## src/rtl/bsg_scan_pipe_pkg.sv

```systemverilog
// bsg_scan_pipe_pkg
//   Shared types and helpers for the pipelined prefix-scan block.
//   - scan_op_e     : per-beat scan operator (AND/OR/XOR, 3 is illegal)
//   - scan_ctl_s    : control fields that travel with every beat
//   - scan_levels   : number of Kogge-Stone levels for a width
//   - scan_stages   : number of pipeline register stages
//   - scan_identity : fill value that leaves an operand unchanged
//   - scan_combine  : one-bit operator application
package bsg_scan_pipe_pkg;

  localparam int SCAN_OP_W = 2;

  typedef enum logic [SCAN_OP_W-1:0] {
    SCAN_AND     = 2'd0,
    SCAN_OR      = 2'd1,
    SCAN_XOR     = 2'd2,
    SCAN_ILLEGAL = 2'd3
  } scan_op_e;

  typedef struct packed {
    logic     v;
    scan_op_e op;
    logic     lo_to_hi;
    logic     last;
  } scan_ctl_s;

  function automatic int scan_levels(input int width);
    return (width <= 1) ? 0 : $clog2(width);
  endfunction

  // A width-1 scan has no levels but still owns one register stage.
  function automatic int scan_stages(input int levels, input int reg_every);
    if (levels == 0) return 1;
    return (levels + reg_every - 1) / reg_every;
  endfunction

  function automatic logic scan_identity(input scan_op_e op);
    return (op == SCAN_AND);
  endfunction

  // The illegal op returns the first operand, which makes the whole
  // scan a pass-through for that beat.
  function automatic logic scan_combine(input scan_op_e op, input logic a, input logic b);
    logic r;
    case (op)
      SCAN_AND: r = a & b;
      SCAN_OR:  r = a | b;
      SCAN_XOR: r = a ^ b;
      default:  r = a;
    endcase
    return r;
  endfunction

endpackage

```

## src/rtl/bsg_scan_pipe_if.sv

```systemverilog
// bsg_scan_pipe_if
//   Beat interface of bsg_scan_pipe.
//   Input side : v_i, ready_o, data_i, op_i, lo_to_hi_i, last_i
//   Output side: v_o, yumi_i, data_o
//   master modport: the environment (producer and consumer)
//   slave modport : the scan block
interface bsg_scan_pipe_if #(
  parameter int width_p = 8
);
  logic                          v_i;
  logic                          ready_o;
  logic [width_p-1:0]            data_i;
  bsg_scan_pipe_pkg::scan_op_e   op_i;
  logic                          lo_to_hi_i;
  logic                          last_i;
  logic                          v_o;
  logic                          yumi_i;
  logic [width_p-1:0]            data_o;

  modport master (
    output v_i, data_i, op_i, lo_to_hi_i, last_i, yumi_i,
    input  ready_o, v_o, data_o
  );

  modport slave (
    input  v_i, data_i, op_i, lo_to_hi_i, last_i, yumi_i,
    output ready_o, v_o, data_o
  );
endinterface

```

## src/rtl/bsg_scan_pipe_level.sv

```systemverilog
// bsg_scan_pipe_level
//   One Kogge-Stone level of a high-to-low scan: bit i combines with bit
//   i+dist_p; bits with no partner combine with the operator identity.
//   Ports: op_i (operator), data_i (level input), data_o (level output).
module bsg_scan_pipe_level
  import bsg_scan_pipe_pkg::*;
#(
  parameter int width_p = 8,
  parameter int dist_p  = 1
) (
  input  scan_op_e           op_i,
  input  logic [width_p-1:0] data_i,
  output logic [width_p-1:0] data_o
);

  logic fill;
  assign fill = scan_identity(op_i);

  for (genvar i = 0; i < width_p; i++) begin : g_bit
    if (i + dist_p < width_p) begin : g_pair
      assign data_o[i] = scan_combine(op_i, data_i[i], data_i[i+dist_p]);
    end else begin : g_edge
      assign data_o[i] = scan_combine(op_i, data_i[i], fill);
    end
  end

endmodule

```

## src/rtl/bsg_scan_pipe.sv

```systemverilog
// bsg_scan_pipe
//   Pipelined Kogge-Stone prefix scan, operator and direction per beat.
//   Output bit k = op-reduction of data bits [width_p-1:k] (hi_to_lo) or
//   [k:0] (lo_to_hi). A register stage follows every reg_every_p levels and
//   always the last level.
//   Ports: clk_i, reset_i (async, active high), io (bsg_scan_pipe_if.slave).
//   Optional macro BSG_SCAN_PIPE_ACCUM_EN: carries the reduction of one beat
//   into the next until a beat marked last is consumed.
module bsg_scan_pipe
  import bsg_scan_pipe_pkg::*;
#(
  parameter int width_p     = 8,
  parameter int reg_every_p = 1
) (
  input  logic           clk_i,
  input  logic           reset_i,
  bsg_scan_pipe_if.slave io
);

  localparam int levels_lp = scan_levels(width_p);
  localparam int stages_lp = scan_stages(levels_lp, reg_every_p);

  typedef struct packed {
    scan_ctl_s          ctl;
    logic [width_p-1:0] data;
  } stage_s;

  stage_s stage_q [stages_lp];
  stage_s stage_d [stages_lp];
  stage_s comb    [levels_lp+1];
  stage_s fin;
  logic   advance;

  // Handshake: a beat is accepted on a cycle with v_i & ready_o and taken
  // on a cycle with v_o & yumi_i. The pipe moves as one: every stage shifts
  // when the output is empty or being taken, so ready_o is that same
  // condition and bubbles keep their slots.
  assign fin        = stage_q[stages_lp-1];
  assign advance    = ~fin.ctl.v | io.yumi_i;
  assign io.ready_o = advance;
  assign io.v_o     = fin.ctl.v;

  // Low-to-high scans reuse the high-to-low network on reversed data.
  logic [width_p-1:0] data_rev_in;
  for (genvar i = 0; i < width_p; i++) begin : g_rev_in
    assign data_rev_in[i] = io.data_i[width_p-1-i];
  end

  assign comb[0] = '{
    ctl:  '{v: io.v_i, op: io.op_i, lo_to_hi: io.lo_to_hi_i, last: io.last_i},
    data: io.lo_to_hi_i ? data_rev_in : io.data_i
  };

  // Level j reads the register that closes the previous group when j starts
  // a new group, otherwise the combinational output of level j-1.
  for (genvar j = 0; j < levels_lp; j++) begin : g_level
    stage_s             src;
    logic [width_p-1:0] lvl_data;

    if (j != 0 && (j % reg_every_p) == 0) begin : g_from_reg
      assign src = stage_q[j/reg_every_p - 1];
    end else begin : g_from_comb
      assign src = comb[j];
    end

    bsg_scan_pipe_level #(
      .width_p (width_p),
      .dist_p  (1 << j)
    ) u_level (
      .op_i   (src.ctl.op),
      .data_i (src.data),
      .data_o (lvl_data)
    );

    assign comb[j+1] = '{ctl: src.ctl, data: lvl_data};
  end

  // Stage k captures the output of the last level of its group.
  for (genvar k = 0; k < stages_lp; k++) begin : g_stage_d
    localparam int tap_lp = ((k + 1) * reg_every_p < levels_lp) ?
                            (k + 1) * reg_every_p : levels_lp;
    assign stage_d[k] = comb[tap_lp];
  end

  always_ff @(posedge clk_i or posedge reset_i) begin
    if (reset_i) begin
      for (int k = 0; k < stages_lp; k++) stage_q[k] <= '0;
    end else if (advance) begin
      for (int k = 0; k < stages_lp; k++) stage_q[k] <= stage_d[k];
    end
  end

  logic [width_p-1:0] scan_rev;
  logic [width_p-1:0] scan_res;
  for (genvar i = 0; i < width_p; i++) begin : g_rev_out
    assign scan_rev[i] = fin.data[width_p-1-i];
  end
  assign scan_res = fin.ctl.lo_to_hi ? scan_rev : fin.data;

`ifdef BSG_SCAN_PIPE_ACCUM_EN
  logic     carry_v_q, carry_v_d;
  logic     carry_q, carry_d;
  scan_op_e carry_op_q, carry_op_d;
  logic     carry_dir_q, carry_dir_d;
  logic     carry_hit;
  logic     final_elem;
  logic [width_p-1:0] data_acc;

  // The carry only continues a run of the same operator and direction;
  // anything else starts fresh from the current beat.
  assign carry_hit = carry_v_q && (carry_op_q == fin.ctl.op) &&
                     (carry_dir_q == fin.ctl.lo_to_hi);

  for (genvar i = 0; i < width_p; i++) begin : g_acc
    assign data_acc[i] = carry_hit ? scan_combine(fin.ctl.op, scan_res[i], carry_q)
                                   : scan_res[i];
  end
  assign io.data_o = data_acc;

  // The full-width reduction sits at bit 0 for hi_to_lo, MSB for lo_to_hi.
  assign final_elem = fin.ctl.lo_to_hi ? data_acc[width_p-1] : data_acc[0];

  always_comb begin
    carry_v_d   = carry_v_q;
    carry_d     = carry_q;
    carry_op_d  = carry_op_q;
    carry_dir_d = carry_dir_q;
    if (fin.ctl.v && io.yumi_i) begin
      if (fin.ctl.last) begin
        carry_v_d = 1'b0;
      end else begin
        carry_v_d   = 1'b1;
        carry_d     = final_elem;
        carry_op_d  = fin.ctl.op;
        carry_dir_d = fin.ctl.lo_to_hi;
      end
    end
  end

  always_ff @(posedge clk_i or posedge reset_i) begin
    if (reset_i) begin
      carry_v_q   <= 1'b0;
      carry_q     <= 1'b0;
      carry_op_q  <= SCAN_AND;
      carry_dir_q <= 1'b0;
    end else begin
      carry_v_q   <= carry_v_d;
      carry_q     <= carry_d;
      carry_op_q  <= carry_op_d;
      carry_dir_q <= carry_dir_d;
    end
  end
`else
  // Without accumulation every beat stands alone and last is not consulted.
  logic unused_last;
  assign unused_last = fin.ctl.last;
  assign io.data_o   = scan_res;
`endif

`ifndef SYNTHESIS
  always @(posedge clk_i) begin
    if (!reset_i) begin
      assert (!(io.v_i && advance && io.op_i == SCAN_ILLEGAL))
        else $error("bsg_scan_pipe: illegal op accepted");
      assert (!(io.yumi_i && !fin.ctl.v))
        else $error("bsg_scan_pipe: yumi_i asserted while v_o is low");
    end
  end
`endif

endmodule

```

## src/flat_wrapper.sv

```systemverilog
// flat-port wrapper written by rule: the top's interface ports become plain ports
module bsg_scan_pipe_flat import bsg_scan_pipe_pkg::*;
#(
  parameter int width_p     = 8,
  parameter int reg_every_p = 1
)
  (clk_i, reset_i, io_v_i, io_data_i, io_op_i, io_lo_to_hi_i, io_last_i, io_yumi_i, io_ready_o, io_v_o, io_data_o);
  bsg_scan_pipe_if #(.width_p(width_p)) io_i ();
  input  logic clk_i;
  input  logic reset_i;
  input wire logic [$bits(io_i.v_i)-1:0] io_v_i;
  input wire logic [$bits(io_i.data_i)-1:0] io_data_i;
  input wire logic [$bits(io_i.op_i)-1:0] io_op_i;
  input wire logic [$bits(io_i.lo_to_hi_i)-1:0] io_lo_to_hi_i;
  input wire logic [$bits(io_i.last_i)-1:0] io_last_i;
  input wire logic [$bits(io_i.yumi_i)-1:0] io_yumi_i;
  output wire logic [$bits(io_i.ready_o)-1:0] io_ready_o;
  output wire logic [$bits(io_i.v_o)-1:0] io_v_o;
  output wire logic [$bits(io_i.data_o)-1:0] io_data_o;
  assign io_i.v_i = io_v_i;
  assign io_i.data_i = io_data_i;
  assign io_i.op_i = io_op_i;
  assign io_i.lo_to_hi_i = io_lo_to_hi_i;
  assign io_i.last_i = io_last_i;
  assign io_i.yumi_i = io_yumi_i;
  assign io_ready_o = io_i.ready_o;
  assign io_v_o = io_i.v_o;
  assign io_data_o = io_i.data_o;
  bsg_scan_pipe #(.width_p(width_p), .reg_every_p(reg_every_p)) u_core (.clk_i(clk_i), .reset_i(reset_i), .io(io_i));
endmodule
```

## config.mk

```make
export PLATFORM = sky130hd
export DESIGN_NAME = bsg_scan_pipe_flat
export DESIGN_NICKNAME = d
export VERILOG_FILES = /design/src/rtl/bsg_scan_pipe_pkg.sv /design/src/rtl/bsg_scan_pipe_if.sv /design/src/rtl/bsg_scan_pipe_level.sv /design/src/rtl/bsg_scan_pipe.sv /design/src/flat_wrapper.sv
export SDC_FILE = /design/constraint.sdc
export NUM_CORES = 1
export LEC_CHECK = 0
export ABC_AREA = 1
export BUFFER_PORTS_ARGS = -buffer_cell sky130_fd_sc_hd__buf_2
export CORE_ASPECT_RATIO = 1.5
export CORE_UTILIZATION = 55
export CTS_CLUSTER_DIAMETER = 200
export DETAILED_ROUTE_END_ITERATION = 16
export HOLD_SLACK_MARGIN = 0.05
export PLACE_DENSITY = 0.76
export SYNTH_ARGS = -nofsm -noshare
export SYNTH_HDL_FRONTEND = slang
export SYNTH_HIERARCHICAL = 1
export SYNTH_SLANG_ARGS = --single-unit
```

## constraint.sdc

```tcl
create_clock -name clk_i -period 2.5 [get_ports clk_i]
set_clock_uncertainty 0.1 [all_clocks]
set_input_delay 0.375 -clock clk_i [delete_from_list [all_inputs] [get_ports clk_i]]
set_output_delay 0.375 -clock clk_i [all_outputs]
set_load 0.1 [all_outputs]
```

# Word level (Yosys, flattened, before mapping)

Cells that the tools add are included.
Widths: inputs -> output; s select.

Add/sub/neg operators: 0
Multiply operators: 0
Divide/modulo/power cells: 0
Order comparisons: 0
Equality and inequality tests: 6
Shift operators: 0
Muxes and demuxes: 26
Bitwise gates (word level): 74
Reductions and logical operators: 3

Operators by type and width:

| kind               | number |
|---|---|
| $pmux 1 s3         | 24 |
| $or 1x1->1         | 25 |
| $and 1x1->1        | 24 |
| $xor 1x1->1        | 24 |
| $mux 8             | 2 |
| $eq 2x1->1 const B | 3 |
| $eq 2x2->1 const B | 3 |
| $logic_not 2->1    | 3 |
| $not 1->1          | 1 |

Register bits: 34
Bits in latches: 0
Memory bits (writable): 0
Bits in read-only memories: 0
Bits of input ports: 16
Output and inout bits: 10
Logic and storage cells: 120
Memories kept: 0

# Depth between registers and ports, before layout

Gate-level depths: netlist of the first run.

Word-level depth: 3
Mapped depth: 12
Mapped depth without buffers: 10

# Modules after synthesis

Netlist of the first run, hierarchy kept.

Modules (own cells, without submodules):

| module                                           | times used | cells each | area each (um2) | sequential area each (um2) |
|---|---|---|---|---|
| bsg_scan_pipe                                    | 1          | 192        | 1,625.3         | 850.8 |
| bsg_scan_pipe_level at u_core.g_level[0].u_level | 1          | 82         | 528.0           | 0.0 |
| bsg_scan_pipe_level at u_core.g_level[1].u_level | 1          | 84         | 521.8           | 0.0 |
| bsg_scan_pipe_level at u_core.g_level[2].u_level | 1          | 85         | 501.7           | 0.0 |

# Worst setup path after synthesis of the first run

Ideal clock, no wire load.

Kind: flip-flop to output port
From: register, netlist name u_core/fin[9]
To: output io_data_o[1]
Data arrival time: 2,611 ps
Path slack: -586 ps
Cell stages (with the launch flop): 3
Cell sequence: dfrtp_1 buf_2 o21ai_0

Cells in the longest elaborated chain, start to end: 1

Ends and longest elaborated chain:

| item          | line                | text |
|---|---|---|
| $mux 8        | bsg_scan_pipe.sv:98 | `assign scan_res = fin.ctl.lo_to_hi ? scan_rev : fin.data;` |
| end, declared | flat_wrapper.sv:19  | `output wire logic [$bits(io_i.data_o)-1:0] io_data_o;` |

Every way passes these cells.

==> impl_metrics.py, run 1 <==
metrics = {
    "run_status": {
        "status": "complete, no violations",
    },
    "sta": {
        "min_period_over_period_pct": 85.91,
        "clock.fmax_mhz": 465.6,
        "finalSetupViolations": 0,
        "slew_viol_final": 0,
        "period_needed_ns": 2.148,
        "hold_viol_final": 0,
        "tightest_slew_ns": 0.5846,
        "relSlewSlack_pct": 60.88,
        "rsz0062_at_grt": "false",
    },
    "critical_path": {
        "required_ns": 2.62,
        "critPathMaxFanout": 9,
        "worst_ep_arrival_time_ns": 2.27,
        "crit_type": "reg -> reg",
        "critPathCaptureType": "register",
        "cp-start-kind": "register",
    },
    "clocking": {
        "holdBufCountCts": 0,
        "cts_buffers": 5,
        "htreeDepth": 2,
        "path_clk_slew_ns": 0.07,
        "postCtsSetupRepairBufs": 0,
        "cts_buffer_depth": 2,
        "cts_num_sinks": 34,
        "cts_tree": "done",
        "clk_latency_ns": 0.28,
        "root_buffer": "clkbuf_8",
        "post_cts_resized": 0,
    },
    "routing": {
        "drt-wirelength-per-cell_um": 11.89,
        "wl_met2_um": 3439,
        "drc": 0,
        "highest_layer": "met4",
        "routed-wl-met3_um": 235,
        "drt_wl_total_um": 6327,
        "postRouteAntennaNets": 0,
        "drt_iter0_drc": 187,
        "routed_via_density": 5.188,
        "drt_pass1_iterations": 4,
        "vias": 2760,
        "met1_length_um": 2456,
    },
    "place": {
        "io_buffers": 24,
        "dpl.cell_count": 524,
        "place.gp.congestion": 0.8494,
        "dpl.hpwl_um": 4660,
        "place_area_mm2": 0.003256,
    },
    "floorplan": {
        "io_pins": 26,
        "initial_core_util_pct": 57.42,
        "die_y_um": 95.08,
        "die_w_um": 64.06,
        "dieArea_mm2": 0.006090,
        "num_rows": 33,
        "fp.coreArea_mm2": 0.005533,
    },
    "logic_synthesis": {
        "synth.avg_cell_area_um2": 7.171,
        "ys_ff_latch": 34,
        "synthesis.nets": 507,
        "synth_most_common_cell": "nand2_1",
        "ys_top_cells_by_area": "dfrtp_1, ha_1, nand2_1, nand3_1, inv_1",
        "synthArstFlopShare_pct": 100.0,
        "synthFlopType": "dfrtp_1",
        "yosysWarnings": 6,
        "synth.cell_area_mm2": 0.003177,
        "syn_inst": 443,
        "synth_edf_count": 0,
        "synth-seq-area-share_pct": 26.78,
        "yosys.area.top_type": "dfrtp_1",
        "yosysTopAreaCellShare_pct": 26.78,
        "ys_types": 25,
        "ys_top_cells_by_count": "nand2_1, nand3_1, inv_1, ha_1, dfrtp_1",
    },
    "min_path": {
        "hold_class": "in -> async",
    },
    "pwr": {
        "pwr_density_cell_mw_per_mm2": 1086,
        "leakage_uw": 0.001867,
        "vdd_drop_max_mv": 0.5600,
    },
    "global_routing": {
        "grt_usage_pct": 23.06,
        "grt_pass1_vias": 2623,
        "grt_max_degree": 35,
        "grt_overflow_total": 0,
        "grt_pass1_wl_um": 11120,
        "antenna_found_initial": 0,
    },
    "final_layout": {
        "drive_above_1_share_pct": 14.50,
        "layout.nets": 525,
        "nFillCells": 524,
        "antenna_cells": 0,
        "syn_to_final_growth_pct": 5.474,
        "stdcell_count": 532,
        "finalInstanceArea_mm2": 0.003351,
        "final_util_pct": 60.56,
    },
    "run": {
        "max_cap_violations": 0,
    },
}
## cell type report
cell class	count	area [um2]	area share, %
clock buffers	6	82.58	2.465
multi-input cells	316	1847	55.12
repair buffers	36	210.2	6.273
well taps	70	87.58	2.614
clock inverters	2	12.51	0.3734
flip-flops and latches	34	850.8	25.39
inverters	68	260.3	7.767
## power by group
group / leakage (uW) / internal [uW] / switching, uW
registers: 0.000420 / 757 / 250
clock network: 0.0000472 / 221 / 199
logic: 0.00140 / 596 / 1620
total: 0.00187 / 1570 / 2070
## layer usage
metal / GRT usage, % / vias to the layer above
met5: 0 / -
li1: - / 1434
met4: 10.80 / 0
met1: 23.71 / 1238
met3: 2.153 / 12
met2: 45.83 / 76
## worst max-delay path, stage by stage, from the launching register on
cell and delay [ns]:
dfrtp_1 0.47, nor2_1 0.49, inv_1 0.23, ha_1 0.34, nand3_1 0.07, nand2_1 0.07, nor2_1 0.04, nor2_1 0.14
nand2_1 0.08, nand2_1 0.06
## stage by stage
step,worst slack (ns),total power [uW],hold slack [ns],setup TNS [ns]
finish,0.3523,3640,0.06869,0
global route,0.1139,3974,0.1176,0
CTS,0.3646,3661,0.07867,0
detailed placement,0.3849,3228,0.3493,0
global placement,0.4327,3153,0.3441,0
floorplan,-0.5860,2936,0.3352,-1.758
## kinds of logic (layout without fill, tap and decap cells)
family          after synthesis  after routing  synth area share [%]
compound gates               23             23                 3.742
fa+ha+maj                    48             48                 18.91
simple gates                245            245                 35.01
buf+inv                      93            112                 15.56
flops                        34             34                 26.78
## state kept, by name, indices dropped and copies added, names as in the netlist
register and count:
u_core/fin 9, u_core/io.v_o 1, u_core/g_level.src 16, u_core/comb 8
## path summary, 6_finish.rpt
path / start / endpoint / slack (ns) / cells after the start
min in group clk_i: io_v_i / u_core/comb[25]$_DFFE_PP0P_ / 0.18 / 3
max in group asynchronous: reset_i / u_core/g_level[2].src[3]$_DFFE_PP0P_ / 1.92 / 3
min: reset_i / u_core/comb[25]$_DFFE_PP0P_ / 0.07 / 3
max reg2reg: u_core/comb[10]$_DFFE_PP0P_ / u_core/fin[7]$_DFFE_PP0P_ / 0.35 / 9
max: u_core/comb[10]$_DFFE_PP0P_ / u_core/fin[7]$_DFFE_PP0P_ / 0.35 / 9
min reg2reg: u_core/comb[12]$_DFFE_PP0P_ / u_core/io.v_o$_DFFE_PP0P_ / 0.36 / 2
## layout by cell type (no fill, tap or decap)
cell type	instances
nand2_2	8
nor3_1	1
clkbuf_8	6
inv_4	2
nand3_2	1
buf_2	24
nor2_4	1
nand4_1	17
clkinvlp_4	1
ha_1	48
nand2_1	110
buf_4	12
nand3_1	73
nor2_2	3
a21oi_1	10
inv_2	2
inv_1	64
dfrtp_1	34
clkinv_2	1
nand2_8	1
nor2_1	30
o21ai_0	6
o21ai_1	2
a21oi_2	5
Power figures use the tool's default switching activity.
==> inputs of run 2 (changes only) <==
==> constraint.sdc (replaced) <==
create_clock -name clk_i -period 2.5 [get_ports clk_i]
set_clock_uncertainty 0.1 [all_clocks]
set_input_delay 0.75 -clock clk_i [delete_from_list [all_inputs] [get_ports clk_i]]
set_output_delay 0.75 -clock clk_i [all_outputs]
set_load 0.1 [all_outputs]
==> run 2 against run 1 <==
Against the previous run: clock power grew 21%; maximum frequency shrank 5.9%; global-route usage shrank 0.051 points; first-iteration DRC count shrank 14%; total power grew 3.1%; critical path depth shrank 6; sequential power is essentially flat; core utilization grew 0.88 points; combinational power is essentially flat; final area grew 1.5%; via count grew 0.25%; largest cell class unchanged.
==> impl_metrics.py, run 2 (same netlist as run 1, synthesis figures left out) <==
metrics = {
    "run_status": {
        "status": "complete, no violations",
    },
    "global_routing": {
        "grt_overflow_total": 0,
        "grt_pass1_vias": 2676,
        "grt_max_degree": 35,
        "grt_pass1_wl_um": 11050,
        "grt_usage_pct": 23.01,
        "antenna_found_initial": 0,
    },
    "floorplan": {
        "fp.coreArea_mm2": 0.005533,
        "io_pins": 26,
        "num_rows": 33,
        "die_w_um": 64.06,
        "die_y_um": 95.08,
        "initial_core_util_pct": 57.42,
        "dieArea_mm2": 0.006090,
    },
    "sta": {
        "tightest_slew_ns": 0.6201,
        "relSlewSlack_pct": 58.51,
        "hold_viol_final": 0,
        "fin_ws_ns": 0.2187,
        "slew_viol_final": 0,
        "period_needed_ns": 2.281,
        "finalSetupViolations": 0,
        "fin_tns_setup_ns": 0,
        "min_period_over_period_pct": 91.25,
        "clock.fmax_mhz": 438.3,
        "rsz0062_at_grt": "false",
    },
    "critical_path": {
        "ff2ff_path_depth": 9,
        "worst_ep_arrival_time_ns": 1.43,
        "reg2reg_from": "u_core/comb[10]$_DFFE_PP0P_",
        "r2r_end": "u_core/fin[6]$_DFFE_PP0P_",
        "critPathCaptureType": "output pin",
        "rrSetupSlack_ns": 0.27,
        "cp-start-kind": "register",
        "crit_start": "u_core/fin[9]$_DFFE_PP0P_",
        "critPathMaxFanout": 17,
        "worstSetupEndpoint": "io_data_o[0]",
        "crit_type": "reg -> out",
        "required_ns": 1.65,
    },
    "pwr": {
        "p_int_uw": 1700,
        "vdd_drop_max_mv": 0.5056,
        "pwr-share-clk_pct": 13.6,
        "switchingPower_uw": 2051,
        "leakage_uw": 0.001898,
        "combPwrFrac_pct": 59.7,
        "pwr_density_cell_mw_per_mm2": 1103,
        "total_power_uw": 3751,
        "p_sw_share_pct": 54.69,
        "pwr-share-seq_pct": 26.7,
    },
    "clocking": {
        "cts_buffer_depth": 2,
        "root_buffer": "clkbuf_8",
        "post_cts_resized": 0,
        "htreeDepth": 2,
        "path_clk_slew_ns": 0.07,
        "cts_buffers": 5,
        "cts_tree": "done",
        "holdBufCountCts": 0,
        "cts_num_sinks": 34,
        "postCtsSetupRepairBufs": 0,
        "clk_latency_ns": 0.28,
    },
    "routing": {
        "drt-wirelength-per-cell_um": 12.06,
        "drt_pass1_iterations": 4,
        "drt_iter0_drc": 161,
        "drc": 0,
        "routed_via_density": 5.191,
        "vias": 2767,
        "postRouteAntennaNets": 0,
        "drt_wl_total_um": 6430,
    },
    "final_layout": {
        "stdcell_count": 533,
        "layout.nets": 527,
        "antenna_cells": 0,
        "layout_common_cells": "nand2_1, nand3_1, inv_1",
        "final_common_cell": "nand2_1",
        "syn_to_final_growth_pct": 7.011,
        "drive_above_1_share_pct": 14.04,
        "finalInstanceArea_mm2": 0.003400,
        "nFillCells": 513,
        "largest_reg_flops": 16,
    },
    "min_path": {
        "hold_class": "reg -> reg",
    },
    "place": {
        "dpl.cell_count": 526,
        "dpl_worst_slack_ns": 0.2234,
        "place_area_mm2": 0.003286,
        "dpl.hpwl_um": 4660,
        "io_buffers": 24,
        "place.gp.congestion": 0.8261,
    },
    "run": {
        "max_cap_violations": 0,
    },
}
run 2: worst min-delay path by stage:
| stage | from | endpoint | slack (ns) | cells after the start |
|---|---|---|---|---|
| 2_1_floorplan | u_core/comb[12]$_DFFE_PP0P_ | u_core/io.v_o$_DFFE_PP0P_ | 0.34 | 2 |
| 3_3_place_gp | u_core/comb[12]$_DFFE_PP0P_ | u_core/io.v_o$_DFFE_PP0P_ | 0.34 | 2 |
| 3_5_place_dp | u_core/comb[22]$_DFFE_PP0P_ | u_core/comb[9]$_DFFE_PP0P_ | 0.35 | 2 |
| 4_1_cts | u_core/comb[22]$_DFFE_PP0P_ | u_core/comb[9]$_DFFE_PP0P_ | 0.37 | 2 |
| 5_1_grt | u_core/comb[22]$_DFFE_PP0P_ | u_core/comb[9]$_DFFE_PP0P_ | 0.39 | 2 |
| 6_report | u_core/comb[22]$_DFFE_PP0P_ | u_core/comb[9]$_DFFE_PP0P_ | 0.37 | 2 |
run 2: routing by layer:
| layer | share of wire, % | track usage [%] | wire, um |
|---|---|---|---|
| met5 | 0 | 0 | 0 |
| met4 | 3.4 | 11.55 | 217 |
| met3 | 2.4 | 2.751 | 152 |
| met2 | 54 | 46.90 | 3491 |
| met1 | 40 | 21.98 | 2569 |
run 2: layout make-up:
cell class                 count  area, um2  share of cell area, %
clock buffer                   6      82.58                  2.429
multi-input combinational    316       1832                  53.88
sequential                    34      852.1                  25.06
clock inverter                 1      30.03                 0.8833
inverter                      68      260.3                  7.656
timing repair buffer          38      255.2                  7.508
tap                           70      87.58                  2.576
run 2: power groups by stage:
stage          registers, uW  clock network (uW)  logic, uW
4_1_cts                 1000                 519       2250
3_5_place_dp            1010                   0       2240
5_1_grt                 1040                 540       2510
6_report                1000                 509       2240
2_1_floorplan            962                   0       1950
3_3_place_gp             996                   0       2170
run 2: through the flow:
| step | utilization [%] | hold slack, ns |
|---|---|---|
| finish | 61.44 | 0.3686 |
| global route | 61.44 | 0.3898 |
| CTS | 61.42 | 0.3703 |
| detailed placement | 59.38 | 0.3512 |
| global placement | 59.38 | 0.3446 |
| floorplan | - | 0.3352 |
run 2: worst max-delay path, cell delays in order, from the launching register on:
cell and delay, ns:
dfrtp_2 0.52, nor2_1 0.09, a21oi_1 0.11, buf_2 0.43
==> inputs of run 3 (changes only) <==
- BUFFER_PORTS_ARGS: -buffer_cell sky130_fd_sc_hd__buf_2 -> unset
- DONT_BUFFER_PORTS: unset -> 1
- PLACE_DENSITY: 0.76 -> 0.72
==> run 3 against run 2 <==
Against the previous run: register-to-register slack gained 0.54 ns; final cell count down 2.8%; critical endpoint unchanged; global-route usage is 0.067 points lower; highest routed layer unchanged; clock power fell by 16%; largest power group unchanged.
==> impl_metrics.py, run 3 (same netlist as run 1, synthesis figures left out) <==
metrics = {
    "run_status": {
        "status": "complete, no violations",
    },
    "place": {
        "place_area_mm2": 0.003277,
        "place.gp.congestion": 0.8214,
        "io_buffers": 0,
        "dpl.hpwl_um": 4600,
    },
    "floorplan": {
        "die_y_um": 95.08,
        "io_pins": 26,
        "die_w_um": 64.06,
        "dieArea_mm2": 0.006090,
        "fp.coreArea_mm2": 0.005533,
        "initial_core_util_pct": 57.42,
        "num_rows": 33,
    },
    "pwr": {
        "combPwrFrac_pct": 62.9,
        "p_int_uw": 1754,
        "switchingPower_uw": 2104,
        "pwr_density_cell_mw_per_mm2": 1144,
        "p_sw_share_pct": 54.53,
        "vdd_drop_max_mv": 0.4920,
        "pwr-share-clk_pct": 11.0,
        "leakage_uw": 0.001841,
        "pwr-share-seq_pct": 26.1,
    },
    "final_layout": {
        "layout_common_cells": "nand2_1, nand3_1, inv_1",
        "layout.nets": 511,
        "drive_above_1_share_pct": 13.17,
        "syn_to_final_growth_pct": 6.184,
        "final_common_cell": "nand2_1",
        "antenna_cells": 0,
        "largest_reg_flops": 16,
        "finalInstanceArea_mm2": 0.003373,
    },
    "critical_path": {
        "worstPathCellList": "nor2_1 > a21oi_2 > buf_12",
        "worst_ep_arrival_time_ns": 1.36,
        "path_buf_inv": 1,
        "critPathCaptureType": "output pin",
        "critPathMaxFanout": 17,
        "crit_family": "flip-flops",
        "crit_path_top_delay_cell": "dfrtp_2",
        "cpPeakStageDelay_ns": 0.58,
        "required_ns": 1.65,
        "cp-start-kind": "register",
        "crit_type": "reg -> out",
    },
    "routing": {
        "routed_via_density": 5.234,
        "drt_iter0_drc": 144,
        "drt_wl_total_um": 6339,
        "drt_pass1_iterations": 4,
        "drt-wirelength-per-cell_um": 12.24,
        "postRouteAntennaNets": 0,
        "vias": 2711,
        "drc": 0,
    },
    "sta": {
        "hold_ws_ns": 0.3372,
        "tightest_slew_ns": 0.4298,
        "period_needed_ns": 2.205,
        "min_period_over_period_pct": 88.22,
        "rsz0062_at_grt": "false",
        "hold_viol_final": 0,
        "clock.fmax_mhz": 453.4,
        "relSlewSlack_pct": 71.35,
        "slew_viol_final": 0,
        "finalSetupViolations": 0,
    },
    "clocking": {
        "cts_num_sinks": 34,
        "holdBufCountCts": 0,
        "path_clk_slew_ns": 0.07,
        "cts_buffers": 5,
        "root_buffer": "clkbuf_8",
        "cts_tree": "done",
        "htreeDepth": 2,
        "clk_latency_ns": 0.29,
        "cts_buffer_depth": 2,
    },
    "global_routing": {
        "grt_usage_pct": 22.95,
        "grt_pass1_wl_um": 10890,
        "grt_pass1_vias": 2516,
        "grt_overflow_total": 0,
        "grt_max_degree": 35,
        "antenna_found_initial": 0,
    },
    "run": {
        "max_cap_violations": 0,
    },
    "min_path": {
        "hold_class": "in -> async",
    },
}
## run 3: worst paths after layout
path                                              from                         to  slack, ns  cells after the start
max                          u_core/fin[9]$_DFFE_PP0P_               io_data_o[0]       0.29                      3
min                                            reset_i  u_core/fin[1]$_DFFE_PP0P_       0.34                      2
max reg2reg                u_core/comb[10]$_DFFE_PP0P_  u_core/fin[6]$_DFFE_PP0P_       0.81                      9
min reg2reg                u_core/comb[12]$_DFFE_PP0P_  u_core/io.v_o$_DFFE_PP0P_       0.36                      2
max in group asynchronous                      reset_i  u_core/io.v_o$_DFFE_PP0P_       1.63                      2
min in group clk_i         u_core/comb[12]$_DFFE_PP0P_  u_core/io.v_o$_DFFE_PP0P_       0.36                      2
## run 3: area by class of cell
cell class | instances | area [um2]
Fill cell | 504 | 2160
Multi-Input combinational cell | 316 | 1862
Sequential cell | 34 | 853.3
Inverter | 68 | 260.3
Timing Repair Buffer | 22 | 215.2
Tap cell | 70 | 87.58
Clock buffer | 6 | 82.58
Clock inverter | 2 | 12.51
## run 3: metrics by stage
stage                     setup TNS, ns  power [uW]  setup slack [ns]  utilization, %  cells
after floorplan                  -2.745        2911           -0.4576               -    443
after global placement                0        3370            0.4041           59.23    510
after detailed placement              0        3442            0.3892           59.23    510
after CTS                             0        3881           0.06988           60.95    518
after global routing                  0        4178            0.1908           60.97    518
final                                 0        3858            0.2946           60.97    518
## run 3: worst register-to-register path, delay by kind of cell (launching register included)
| kind | cells | cell delay, ns |
|---|---|---|
| adder cells (fa/ha/maj) | 1 | 0.29 |
| buffers and inverters | 1 | 0.12 |
| flip-flops | 1 | 0.49 |
| AND/OR/NAND/NOR | 7 | 0.64 |
## run 3: routing by layer
metal | track usage [%] | part of all wire (%) | vias up
li1 | - | - | 1415
met1 | 22.46 | 39 | 1240
met2 | 44.41 | 54 | 43
met3 | 3.110 | 2.2 | 13
met4 | 14.58 | 4.2 | 0
met5 | 0 | 0 | -
## run 3: what timing repair did
item                                    CTS  global route
endpoints found under the setup margin    0             5
resized for setup                         0             1
setup buffers                             0             0
## run 3: power by group through the flow
stage	logic (uW)	clock network (uW)	registers, uW
2_1_floorplan	1950	0	962
3_3_place_gp	2370	0	1000
6_report	2420	426	1010
5_1_grt	2670	465	1050
4_1_cts	2440	439	1000
3_5_place_dp	2430	0	1010
